===== config.mk =====
export PLATFORM = sky130hd
export DESIGN_NAME = execute_stage_flat
export DESIGN_NICKNAME = d
export VERILOG_FILES = /design/src/rtl/execute_stage_pkg.sv /design/src/rtl/execute_stage_if.sv /design/src/rtl/execute_stage_alu.sv /design/src/rtl/execute_stage.sv /design/src/flat_wrapper.sv
export SDC_FILE = /design/constraint.sdc
export NUM_CORES = 1
export LEC_CHECK = 0
export CORE_MARGIN = 4
export CORE_UTILIZATION = 54
export CTS_BUF_LIST = sky130_fd_sc_hd__clkbuf_4 sky130_fd_sc_hd__clkbuf_8
export DETAILED_ROUTE_END_ITERATION = 7
export DONT_BUFFER_PORTS = 1
export PLACE_DENSITY = 0.77
export SLEW_MARGIN = 20
export SYNTH_ARGS = -nofsm -noshare
export SYNTH_HDL_FRONTEND = slang
export SYNTH_SLANG_ARGS = --single-unit

===== constraint.sdc =====
create_clock -name clk -period 9.3 [get_ports clk]
set_clock_uncertainty 0.15 [all_clocks]
set_input_delay 1.395 -clock clk [delete_from_list [all_inputs] [get_ports clk]]
set_output_delay 1.395 -clock clk [all_outputs]
set_load 0.01 [all_outputs]

===== src/rtl/execute_stage_pkg.sv =====
// execute_stage_pkg
// Shared definitions for the EX stage: ALU operation codes and operand
// forward-select codes. These must stay in step with the decoder and hazard
// unit, which produce these codes.
//
// Contents:
//   alu_op_e   - 4-bit ALU operation encoding (bit 3 selects SUB / SRA)
//   fwd_sel_e  - 2-bit operand forward select (register file / EX-MEM / MEM-WB)

package execute_stage_pkg;

    localparam int ALU_OP_W  = 4;
    localparam int FWD_SEL_W = 2;

    // Encodings follow the RISC-V funct3 layout, with bit 3 as the funct7[5]
    // flag. This lets the decoder build the code with almost no logic.
    typedef enum logic [ALU_OP_W-1:0] {
        ALU_OP_ADD  = 4'b0000,
        ALU_OP_SLL  = 4'b0001,
        ALU_OP_SLT  = 4'b0010,
        ALU_OP_SLTU = 4'b0011,
        ALU_OP_XOR  = 4'b0100,
        ALU_OP_SRL  = 4'b0101,
        ALU_OP_OR   = 4'b0110,
        ALU_OP_AND  = 4'b0111,
        ALU_OP_SUB  = 4'b1000,
        ALU_OP_SRA  = 4'b1101
    } alu_op_e;

    // Code 11 is not produced by the hazard unit. It falls back to the
    // register-file value so a stray code cannot pick up a stale bypass.
    typedef enum logic [FWD_SEL_W-1:0] {
        FWD_REG     = 2'b00,
        FWD_MEM     = 2'b01,
        FWD_WB      = 2'b10,
        FWD_REG_ALT = 2'b11
    } fwd_sel_e;

endpackage


===== src/rtl/execute_stage_if.sv =====
// execute_stage_if
// Bundle of the ID/EX inputs and the EX results for the execute stage.
//
// Signals:
//   pc, data1/2, mem_forward1/2, wb_forward1/2, sel_forward1/2, immd,
//   alu_op, alu_src, branch, jump             - driven by ID/EX (master)
//   result, zero, write_data, branch_target,
//   take_branch and their *_q registered copies - driven by EX (slave)
//
// Modports:
//   master - the pipeline side that drives ID/EX and consumes results
//   slave  - the execute stage itself

interface execute_stage_if #(
    parameter int WORD_SIZE = 32,
    parameter int ADDR_SIZE = 10
);

    logic [ADDR_SIZE-1:0] pc;
    logic [WORD_SIZE-1:0] data1;
    logic [WORD_SIZE-1:0] data2;
    logic [WORD_SIZE-1:0] mem_forward1;
    logic [WORD_SIZE-1:0] mem_forward2;
    logic [WORD_SIZE-1:0] wb_forward1;
    logic [WORD_SIZE-1:0] wb_forward2;
    logic [1:0]           sel_forward1;
    logic [1:0]           sel_forward2;
    logic [WORD_SIZE-1:0] immd;
    logic [3:0]           alu_op;
    logic                 alu_src;
    logic                 branch;
    logic                 jump;

    logic [WORD_SIZE-1:0] result;
    logic                 zero;
    logic [WORD_SIZE-1:0] write_data;
    logic [ADDR_SIZE-1:0] branch_target;
    logic                 take_branch;

    logic [WORD_SIZE-1:0] result_q;
    logic                 zero_q;
    logic [WORD_SIZE-1:0] write_data_q;
    logic [ADDR_SIZE-1:0] branch_target_q;
    logic                 take_branch_q;

    modport master (
        output pc, data1, data2, mem_forward1, mem_forward2,
               wb_forward1, wb_forward2, sel_forward1, sel_forward2,
               immd, alu_op, alu_src, branch, jump,
        input  result, zero, write_data, branch_target, take_branch,
               result_q, zero_q, write_data_q, branch_target_q, take_branch_q
    );

    modport slave (
        input  pc, data1, data2, mem_forward1, mem_forward2,
               wb_forward1, wb_forward2, sel_forward1, sel_forward2,
               immd, alu_op, alu_src, branch, jump,
        output result, zero, write_data, branch_target, take_branch,
               result_q, zero_q, write_data_q, branch_target_q, take_branch_q
    );

endinterface


===== src/rtl/execute_stage_alu.sv =====
// execute_stage_alu
// Purely combinational integer ALU for the EX stage.
//
// Ports:
//   a, b    in  WORD_SIZE  operands (shifts use b[4:0] only)
//   alu_op  in  4          operation code (see execute_stage_pkg::alu_op_e)
//   result  out WORD_SIZE  operation result; unknown codes give 0
//   zero    out 1          result == 0

module execute_stage_alu
    import execute_stage_pkg::*;
#(
    parameter int WORD_SIZE = 32
) (
    input  logic [WORD_SIZE-1:0] a,
    input  logic [WORD_SIZE-1:0] b,
    input  logic [3:0]           alu_op,
    output logic [WORD_SIZE-1:0] result,
    output logic                 zero
);

    logic [4:0] shamt;

    always_comb begin
        shamt  = b[4:0];
        result = '0;
        case (alu_op)
            ALU_OP_ADD:  result = a + b;
            ALU_OP_SUB:  result = a - b;
            ALU_OP_SLL:  result = a << shamt;
            ALU_OP_SRL:  result = a >> shamt;
            // SRA needs a signed left operand so that >>> fills with the sign bit.
            ALU_OP_SRA:  result = $signed(a) >>> shamt;
            ALU_OP_SLT:  result = ($signed(a) < $signed(b)) ? WORD_SIZE'(1) : '0;
            ALU_OP_SLTU: result = (a < b) ? WORD_SIZE'(1) : '0;
            ALU_OP_XOR:  result = a ^ b;
            ALU_OP_OR:   result = a | b;
            ALU_OP_AND:  result = a & b;
            default:     result = '0;
        endcase
        zero = (result == '0);
    end

endmodule


===== src/rtl/execute_stage.sv =====
// execute_stage
// Execute stage of the 32-bit RISC-V pipeline. It resolves operand
// forwarding, runs the ALU, and computes the PC-relative branch/jump target
// and the redirect decision. Results leave combinationally and are also
// captured in the EX/MEM register.
//
// Ports:
//   clk    in  pipeline clock
//   rst_n  in  asynchronous active-low reset (clears all *_q outputs)
//   bus    execute_stage_if.slave
//          inputs : pc, data1/2, mem_forward1/2, wb_forward1/2,
//                   sel_forward1/2, immd, alu_op, alu_src, branch, jump
//          outputs: result, zero, write_data, branch_target, take_branch
//                   (combinational) and *_q copies (registered)
//
// REG_SEL and NUM_REGS are not used inside this stage. They are kept so that
// every pipeline stage has the same parameter list.

module execute_stage
    import execute_stage_pkg::*;
#(
    parameter int WORD_SIZE = 32,
    parameter int NUM_REGS  = 32,
    parameter int REG_SEL   = $clog2(NUM_REGS),
    parameter int ADDR_SIZE = 10
) (
    input  logic           clk,
    input  logic           rst_n,
    execute_stage_if.slave bus
);

    logic [WORD_SIZE-1:0] operand_a;
    logic [WORD_SIZE-1:0] fwd_rs2;
    logic [WORD_SIZE-1:0] operand_b;
    logic [ADDR_SIZE-1:0] imm_offset;
    logic [WORD_SIZE-1:0] alu_result;
    logic                 alu_zero;

    logic [WORD_SIZE-1:0] result_d,        result_q;
    logic                 zero_d,          zero_q;
    logic [WORD_SIZE-1:0] write_data_d,    write_data_q;
    logic [ADDR_SIZE-1:0] branch_target_d, branch_target_q;
    logic                 take_branch_d,   take_branch_q;

    // Operand forwarding. Each operand is selected on its own. Store data
    // always takes the forwarded rs2, even when the ALU uses the immediate.
    always_comb begin
        operand_a = bus.data1;
        case (bus.sel_forward1)
            FWD_MEM: operand_a = bus.mem_forward1;
            FWD_WB:  operand_a = bus.wb_forward1;
            default: operand_a = bus.data1;
        endcase

        fwd_rs2 = bus.data2;
        case (bus.sel_forward2)
            FWD_MEM: fwd_rs2 = bus.mem_forward2;
            FWD_WB:  fwd_rs2 = bus.wb_forward2;
            default: fwd_rs2 = bus.data2;
        endcase

        operand_b = bus.alu_src ? bus.immd : fwd_rs2;
    end

    execute_stage_alu #(
        .WORD_SIZE (WORD_SIZE)
    ) u_alu (
        .a      (operand_a),
        .b      (operand_b),
        .alu_op (bus.alu_op),
        .result (alu_result),
        .zero   (alu_zero)
    );

    // The target is computed every cycle, whether or not the instruction
    // branches. The immediate counts in words, and every term is cut to
    // ADDR_SIZE bits, so the sum wraps around the instruction address space.
    always_comb begin
        imm_offset      = bus.immd[ADDR_SIZE-1:0] << 2;
        branch_target_d = bus.pc + imm_offset;
        result_d        = alu_result;
        zero_d          = alu_zero;
        write_data_d    = fwd_rs2;
        // The decoder encodes bne/blt etc. through its alu_op choice, so
        // here a conditional branch only needs "result is zero".
        take_branch_d   = bus.jump | (bus.branch & alu_zero);
    end

    // EX/MEM register. The stage has no stall or flush input: bubbles arrive
    // as NOP encodings, so every edge captures.
    always_ff @(posedge clk or negedge rst_n) begin
        if (!rst_n) begin
            result_q        <= '0;
            zero_q          <= 1'b0;
            write_data_q    <= '0;
            branch_target_q <= '0;
            take_branch_q   <= 1'b0;
        end else begin
            result_q        <= result_d;
            zero_q          <= zero_d;
            write_data_q    <= write_data_d;
            branch_target_q <= branch_target_d;
            take_branch_q   <= take_branch_d;
        end
    end

    assign bus.result          = result_d;
    assign bus.zero            = zero_d;
    assign bus.write_data      = write_data_d;
    assign bus.branch_target   = branch_target_d;
    assign bus.take_branch     = take_branch_d;

    assign bus.result_q        = result_q;
    assign bus.zero_q          = zero_q;
    assign bus.write_data_q    = write_data_q;
    assign bus.branch_target_q = branch_target_q;
    assign bus.take_branch_q   = take_branch_q;

endmodule


===== src/flat_wrapper.sv =====
// flat-port wrapper written by rule: the top's interface ports become plain ports
module execute_stage_flat import execute_stage_pkg::*;
#(
    parameter int WORD_SIZE = 32,
    parameter int NUM_REGS  = 32,
    parameter int REG_SEL   = $clog2(NUM_REGS),
    parameter int ADDR_SIZE = 10
)
  (clk, rst_n, bus_pc, bus_data1, bus_data2, bus_mem_forward1, bus_mem_forward2, bus_wb_forward1, bus_wb_forward2, bus_sel_forward1, bus_sel_forward2, bus_immd, bus_alu_op, bus_alu_src, bus_branch, bus_jump, bus_result, bus_zero, bus_write_data, bus_branch_target, bus_take_branch, bus_result_q, bus_zero_q, bus_write_data_q, bus_branch_target_q, bus_take_branch_q);
  execute_stage_if #(.WORD_SIZE(WORD_SIZE), .ADDR_SIZE(ADDR_SIZE)) bus_i ();
  input  logic clk;
  input  logic rst_n;
  input wire logic [$bits(bus_i.pc)-1:0] bus_pc;
  input wire logic [$bits(bus_i.data1)-1:0] bus_data1;
  input wire logic [$bits(bus_i.data2)-1:0] bus_data2;
  input wire logic [$bits(bus_i.mem_forward1)-1:0] bus_mem_forward1;
  input wire logic [$bits(bus_i.mem_forward2)-1:0] bus_mem_forward2;
  input wire logic [$bits(bus_i.wb_forward1)-1:0] bus_wb_forward1;
  input wire logic [$bits(bus_i.wb_forward2)-1:0] bus_wb_forward2;
  input wire logic [$bits(bus_i.sel_forward1)-1:0] bus_sel_forward1;
  input wire logic [$bits(bus_i.sel_forward2)-1:0] bus_sel_forward2;
  input wire logic [$bits(bus_i.immd)-1:0] bus_immd;
  input wire logic [$bits(bus_i.alu_op)-1:0] bus_alu_op;
  input wire logic [$bits(bus_i.alu_src)-1:0] bus_alu_src;
  input wire logic [$bits(bus_i.branch)-1:0] bus_branch;
  input wire logic [$bits(bus_i.jump)-1:0] bus_jump;
  output wire logic [$bits(bus_i.result)-1:0] bus_result;
  output wire logic [$bits(bus_i.zero)-1:0] bus_zero;
  output wire logic [$bits(bus_i.write_data)-1:0] bus_write_data;
  output wire logic [$bits(bus_i.branch_target)-1:0] bus_branch_target;
  output wire logic [$bits(bus_i.take_branch)-1:0] bus_take_branch;
  output wire logic [$bits(bus_i.result_q)-1:0] bus_result_q;
  output wire logic [$bits(bus_i.zero_q)-1:0] bus_zero_q;
  output wire logic [$bits(bus_i.write_data_q)-1:0] bus_write_data_q;
  output wire logic [$bits(bus_i.branch_target_q)-1:0] bus_branch_target_q;
  output wire logic [$bits(bus_i.take_branch_q)-1:0] bus_take_branch_q;
  assign bus_i.pc = bus_pc;
  assign bus_i.data1 = bus_data1;
  assign bus_i.data2 = bus_data2;
  assign bus_i.mem_forward1 = bus_mem_forward1;
  assign bus_i.mem_forward2 = bus_mem_forward2;
  assign bus_i.wb_forward1 = bus_wb_forward1;
  assign bus_i.wb_forward2 = bus_wb_forward2;
  assign bus_i.sel_forward1 = bus_sel_forward1;
  assign bus_i.sel_forward2 = bus_sel_forward2;
  assign bus_i.immd = bus_immd;
  assign bus_i.alu_op = bus_alu_op;
  assign bus_i.alu_src = bus_alu_src;
  assign bus_i.branch = bus_branch;
  assign bus_i.jump = bus_jump;
  assign bus_result = bus_i.result;
  assign bus_zero = bus_i.zero;
  assign bus_write_data = bus_i.write_data;
  assign bus_branch_target = bus_i.branch_target;
  assign bus_take_branch = bus_i.take_branch;
  assign bus_result_q = bus_i.result_q;
  assign bus_zero_q = bus_i.zero_q;
  assign bus_write_data_q = bus_i.write_data_q;
  assign bus_branch_target_q = bus_i.branch_target_q;
  assign bus_take_branch_q = bus_i.take_branch_q;
  execute_stage #(.WORD_SIZE(WORD_SIZE), .NUM_REGS(NUM_REGS), .REG_SEL(REG_SEL), .ADDR_SIZE(ADDR_SIZE)) u_core (.clk(clk), .rst_n(rst_n), .bus(bus_i));
endmodule

After elaboration in Yosys (flattened, before gate mapping)
Cells that the tools add are included.
- register bits after elaboration: 76
- output and inout port bits: 152
- bitwise gates (word level): 5
- multiplexer cells: 6
- eq/ne operators: 13
- reductions and logical operators: 2
- shift operators: 3
- add/subtract/negate cells: 3
- order comparisons: 2
- operators with widths (operator ; number):
    32-bit one-hot mux with 10 select lines ; 1
    32-bit one-hot mux with 2 select lines ; 2
    32-bit less-than comparator ; 2
    32-bit adder ; 1
    32-bit AND ; 1
    32-bit logical NOT ; 1
    32-bit 2-to-1 mux ; 1
    32-bit bitwise OR ; 1
    32-bit by 5-bit << shifter with 32-bit output ; 1
    32-bit by 5-bit right shift with 32-bit output ; 1
    32-bit by 5-bit >>> shifter with 32-bit output ; 1
    32-bit subtractor ; 1
    32-bit XOR ; 1
    4-bit by 3-bit equality test with 1-bit output, second input constant ; 4
    10-bit adder ; 1
    4-bit by 2-bit equality test with 1-bit output, second input constant ; 2
    4-bit equality test, second input constant ; 2
    2-bit by 1-bit equality test with 1-bit output, second input constant ; 2
    2-bit equality test, second input constant ; 2
    4-bit by 1-bit equality test with 1-bit output, second input constant ; 1
    4-bit logical NOT ; 1
    1-bit 2-to-1 mux ; 2
    1-bit AND ; 1
    1-bit bitwise OR ; 1

Longest topological paths before layout
- depth after elaboration: 9
- depth in mapped cells: 25

Cells and area by module
Synthesis repeated with hierarchy kept, for this count alone.
- cells, all modules: 1769
- area, all modules: 13790.7 um^2
- by module, submodules not included (module ; seq. area each (um^2) ; instances ; cells an instance ; area each (um^2)):
    execute_stage_alu ; 0.0 ; 1 ; 1386 ; 9599.2
    execute_stage ; 1901.8 ; 1 ; 383 ; 4191.5

Worst setup path before layout
Ideal clock, no wire load.
- path kind: input -> output
- start: in bus_sel_forward2[0]
- end: out bus_take_branch
- path slack: 0.773 ns
- arrival: 6.982 ns
- buffers on the path: 6
- required time: 7.755 ns
- stages on the path: 24
- cells stage by stage: inv_1 ha_1 or2_1 buf_6 o221ai_2 buf_6 inv_6 buf_8 buf_6 buf_6 buf_4 ha_1 fa_1 nand2b_1 a2111o_1 a2111o_1 a211o_1 a31o_2 mux2i_1 or4b_1 a211oi_1 nand4bb_1 or4_4 o41ai_2
- elaborated cells between the ends (all ways): 20
- classes of those cells: 2 x add/sub; 2 x order compare; 2 x eq/ne; 3 x shift; 5 x mux; 5 x bitwise; 1 x reduce/logical
- RTL lines (item ; line ; source):
    start, declared ; flat_wrapper.sv:21 ; input wire logic [$bits(bus_i.sel_forward2)-1:0] bus_sel_forward2;
    2-bit equality test or 2-bit by 1-bit equality test with 1-bit output (tied branches) ; execute_stage.sv:56 ; case (bus.sel_forward2)
    32-bit one-hot mux with 2 select lines * ; execute_stage.sv:56 ;
    32-bit 2-to-1 mux * ; execute_stage.sv:62 ; operand_b = bus.alu_src ? bus.immd : fwd_rs2;
    32-bit subtractor (tied with other cells) ; execute_stage_alu.sv:29 ; ALU_OP_SUB: result = a - b;
    32-bit one-hot mux with 10 select lines * ; execute_stage_alu.sv:27 ; case (alu_op)
    via bus_result[26] ; flat_wrapper.sv:27 ; output wire logic [$bits(bus_i.result)-1:0] bus_result;
    32-bit logical NOT * ; execute_stage_alu.sv:41 ; zero = (result == '0);
    1-bit AND * ; execute_stage.sv:86 ; take_branch_d = bus.jump | (bus.branch & alu_zero);
    1-bit bitwise OR * ; execute_stage.sv:86 ;
    end, declared ; flat_wrapper.sv:31 ; output wire logic [$bits(bus_i.take_branch)-1:0] bus_take_branch;
The timed path passes the listed nets; every way through them passes the cells marked *.

Worst setup path after layout
- start: in bus_sel_forward1[0]
- end: out bus_take_branch
- elaborated cells between the ends (all ways): 19
- classes of those cells: 2 x add/sub; 2 x order compare; 2 x eq/ne; 3 x shift; 4 x mux; 5 x bitwise; 1 x reduce/logical
- RTL lines (item ; line ; source):
    start, declared ; flat_wrapper.sv:20 ; input wire logic [$bits(bus_i.sel_forward1)-1:0] bus_sel_forward1;
    2-bit equality test or 2-bit by 1-bit equality test with 1-bit output (tied branches) ; execute_stage.sv:49 ; case (bus.sel_forward1)
    32-bit one-hot mux with 2 select lines * ; execute_stage.sv:49 ;
    32-bit subtractor (tied with other cells) ; execute_stage_alu.sv:29 ;
    32-bit one-hot mux with 10 select lines * ; execute_stage_alu.sv:27 ;
    via bus_result[26] ; flat_wrapper.sv:27 ;
    32-bit logical NOT * ; execute_stage_alu.sv:41 ;
    1-bit AND * ; execute_stage.sv:86 ;
    1-bit bitwise OR * ; execute_stage.sv:86 ;
Marked as above.

==> metrics <==
Finished Cell Area 13700 um2; I/O Pins between 300 and 400; number of setup violations in the final report 0; CP Data Required Time 7760 ps; multi-input logic area 10100 um2; Root Driver clkbuf_8; crit end category output port; Register Area 1900 um2; Cell Int Power 977 uW; Post-synth EDFFs 0; setup TNS 0 ps; DRC 0; minimum clock period around 8900 ps; VDD IR-drop max 101 uV; core area 23800 um2; register bit total from synthesis 76; Final WS setup 418 ps; Leak Pwr 0.00592 uW; Tightest Pin Transition 1110 ps; crit-path cells inv_1 -> ha_1 -> buf_4 -> inv_2 -> o21ai_0 -> ha_1 -> fa_1 -> nand2b_1 -> a2111o_1 -> a2111o_1 -> a211o_1 -> a31o_2 -> mux2i_1 -> or4b_1 -> a211oi_1 -> nand4bb_1 -> or4_4 -> o41ai_2; HP Class input port to async pin; Seq/Total Area, Yosys 0.144; syn_nets 2232; fraction of layout cells with a size suffix above 1 0.0707; Slew Limit Fails 0; Detailed Place HPWL between 50000 and 60000 um; Final ANT Viol Nets 0; share of the synthesized area in the top cell type 0.144; NetSw 1280 uW; # rows 56; post-place setup slack 540 ps; Max-slew headroom 0.254; post-synth cell types 94; CP top delay family compound AO/OA/AOI/OAI gates; Critical Setup Path Class input port to output port; Sink Count 76; Area contributors post-synth dfrtp_1 14%, ha_1 10%, mux2i_1 6.5%; Filler cells 2250; ys async rst share 1.00; CP max stage delay 660 ps; PortBufs 0; gpl congestion 1.10; CP max stage cell or4b_1; max cap viols 0; Fmax 0.113 GHz; CTS resizes 0; initial antenna violation count 6; CTS Buf Count 9; Die Ht 164 um; most frequent cells in the layout 172 x nor2_1, 154 x a21oi_1, 144 x nand2_1; total routed wirelength roughly 70000 um; dpl cell area 13500 um2; Avg Synthesized Cell Area 7.03 um2; Buf/Inv on CP 3; most common cell after layout, fill and taps aside nor2_1; Starting Density 0.554; H-Tree Level Count 3; Syn-to-layout area delta 3.82%; synthesized instance count between 1500 and 2000; combinational share of power 0.678; first-pass GRT wire length around 99000 um; vias in the first global route 15200; power per cell area 165 nW/um2; RSZ-0062 raised after global routing false; Sw Ratio 0.566; aggregate global-route resource usage 0.490; Startpoint Class input port; Final Hold Viols 0; Iteration-0 DRC Markers 3077; top cell type by total area after synthesis dfrtp_1; Initial DRT Pass Iterations 8; routed len/inst 32.5 um; Mapped Area between 10000 and 15000 um2; Setup Fix Bufs, Post-CTS 0; Main synth FF type dfrtp_1; total number of vias 16400; GRT overflow 0; # hold bufs at CTS 0; largest net degree at the start of global routing 77; Clk pwr share 0.131; Flop pwr share 0.191; clk buf depth 2; clock tree from TritonCTS yes; Min Hold Slack around 530 ps; status completed; Final period util 0.955; CTS clock-pin slew for the worst setup and hold paths 90 ps; critical path fanouts, max 29; Die Wd ~160 um; Worst path depth 18; die area 26900 um2; Ys Warns 0; Nets 2164; Critical Path AT between 7000 and 8000 ps; drt via density 7.67
[kinds of logic after synthesis]
logic type | count (synthesis) | share of synthesized area
xor gates and xnor gates | 27 | 0.0180
adders and majority gates | 111 | 0.107
buffers and inverters | 296 | 0.0933
and+or+nand+nor | 539 | 0.192
muxes | 88 | 0.0671
AOI/OAI and AO/OA | 737 | 0.378
DFF | 76 | 0.144
[stage by stage]
stage / util / std cells / power [uW]
floorplan: - / 1874 / 1430
global placement: 0.566 / 2114 / 1860
detailed placement: 0.566 / 2114 / 1870
CTS: 0.575 / 2130 / 2160
global route: 0.575 / 2135 / 2330
finish: 0.575 / 2136 / 2250
[cell type report]
| class | count | area share |
|---|---|---|
| multi-input combinational | 1502 | 0.738 |
| sequential | 76 | 0.139 |
| inverter | 151 | 0.0418 |
| timing repair buffer | 66 | 0.0362 |
| tap | 319 | 0.0292 |
| clock buffer | 11 | 0.0102 |
| clock inverter | 5 | 0.00449 |
| antenna | 6 | 0.00110 |
[cells in the mapped netlist, drive strengths merged (45+ instances only)]
| cell type | number |
|---|---|
| nor2 | 175 |
| a21oi | 154 |
| o21ai | 153 |
| inv | 150 |
| nand2 | 144 |
| ha | 108 |
| mux2i | 86 |
| clkbuf | 78 |
| o22ai | 78 |
| dfrtp | 76 |
| buf | 67 |
| a22oi | 54 |
| nor3 | 45 |
[state kept, by name, summed over array words and instances, names as in the netlist]
| signal | count |
|---|---|
| u_core.bus.branch_target_q | 10 |
| u_core.bus.result_q | 32 |
| u_core.bus.take_branch_q | 1 |
| u_core.bus.write_data_q | 32 |
| u_core.bus.zero_q | 1 |
[layer usage]
metal  wire (um)  track usage  vias to the layer above
met5           0            0                        -
met4        5890        0.313                        0
met3       10800        0.178                      392
met2       28000        0.708                     1614
met1       24600        0.614                     7543
li1            -            -                     6843
[path summary, 6_finish.rpt]
kind	start	slack [ps]	endpoint
hold / removal	rst_n	530	u_core.bus.result_q[21]$_DFF_PN0_
max in group asynchronous	rst_n	8310	u_core.bus.write_data_q[0]$_DFF_PN0_
setup / recovery	bus_sel_forward1[0]	420	bus_take_branch
min in group clk	bus_pc[0]	860	u_core.bus.branch_target_q[0]$_DFF_PN0_
[power groups by stage]
stage / Combinational, uW / Sequential, uW / Clock [uW]
detailed placement: 1430 / 439 / 0
global placement: 1420 / 437 / 0
global route: 1590 / 437 / 298
finish: 1530 / 431 / 294
CTS: 1440 / 433 / 289
floorplan: 1000 / 427 / 0
Power figures use the tool's default switching activity.
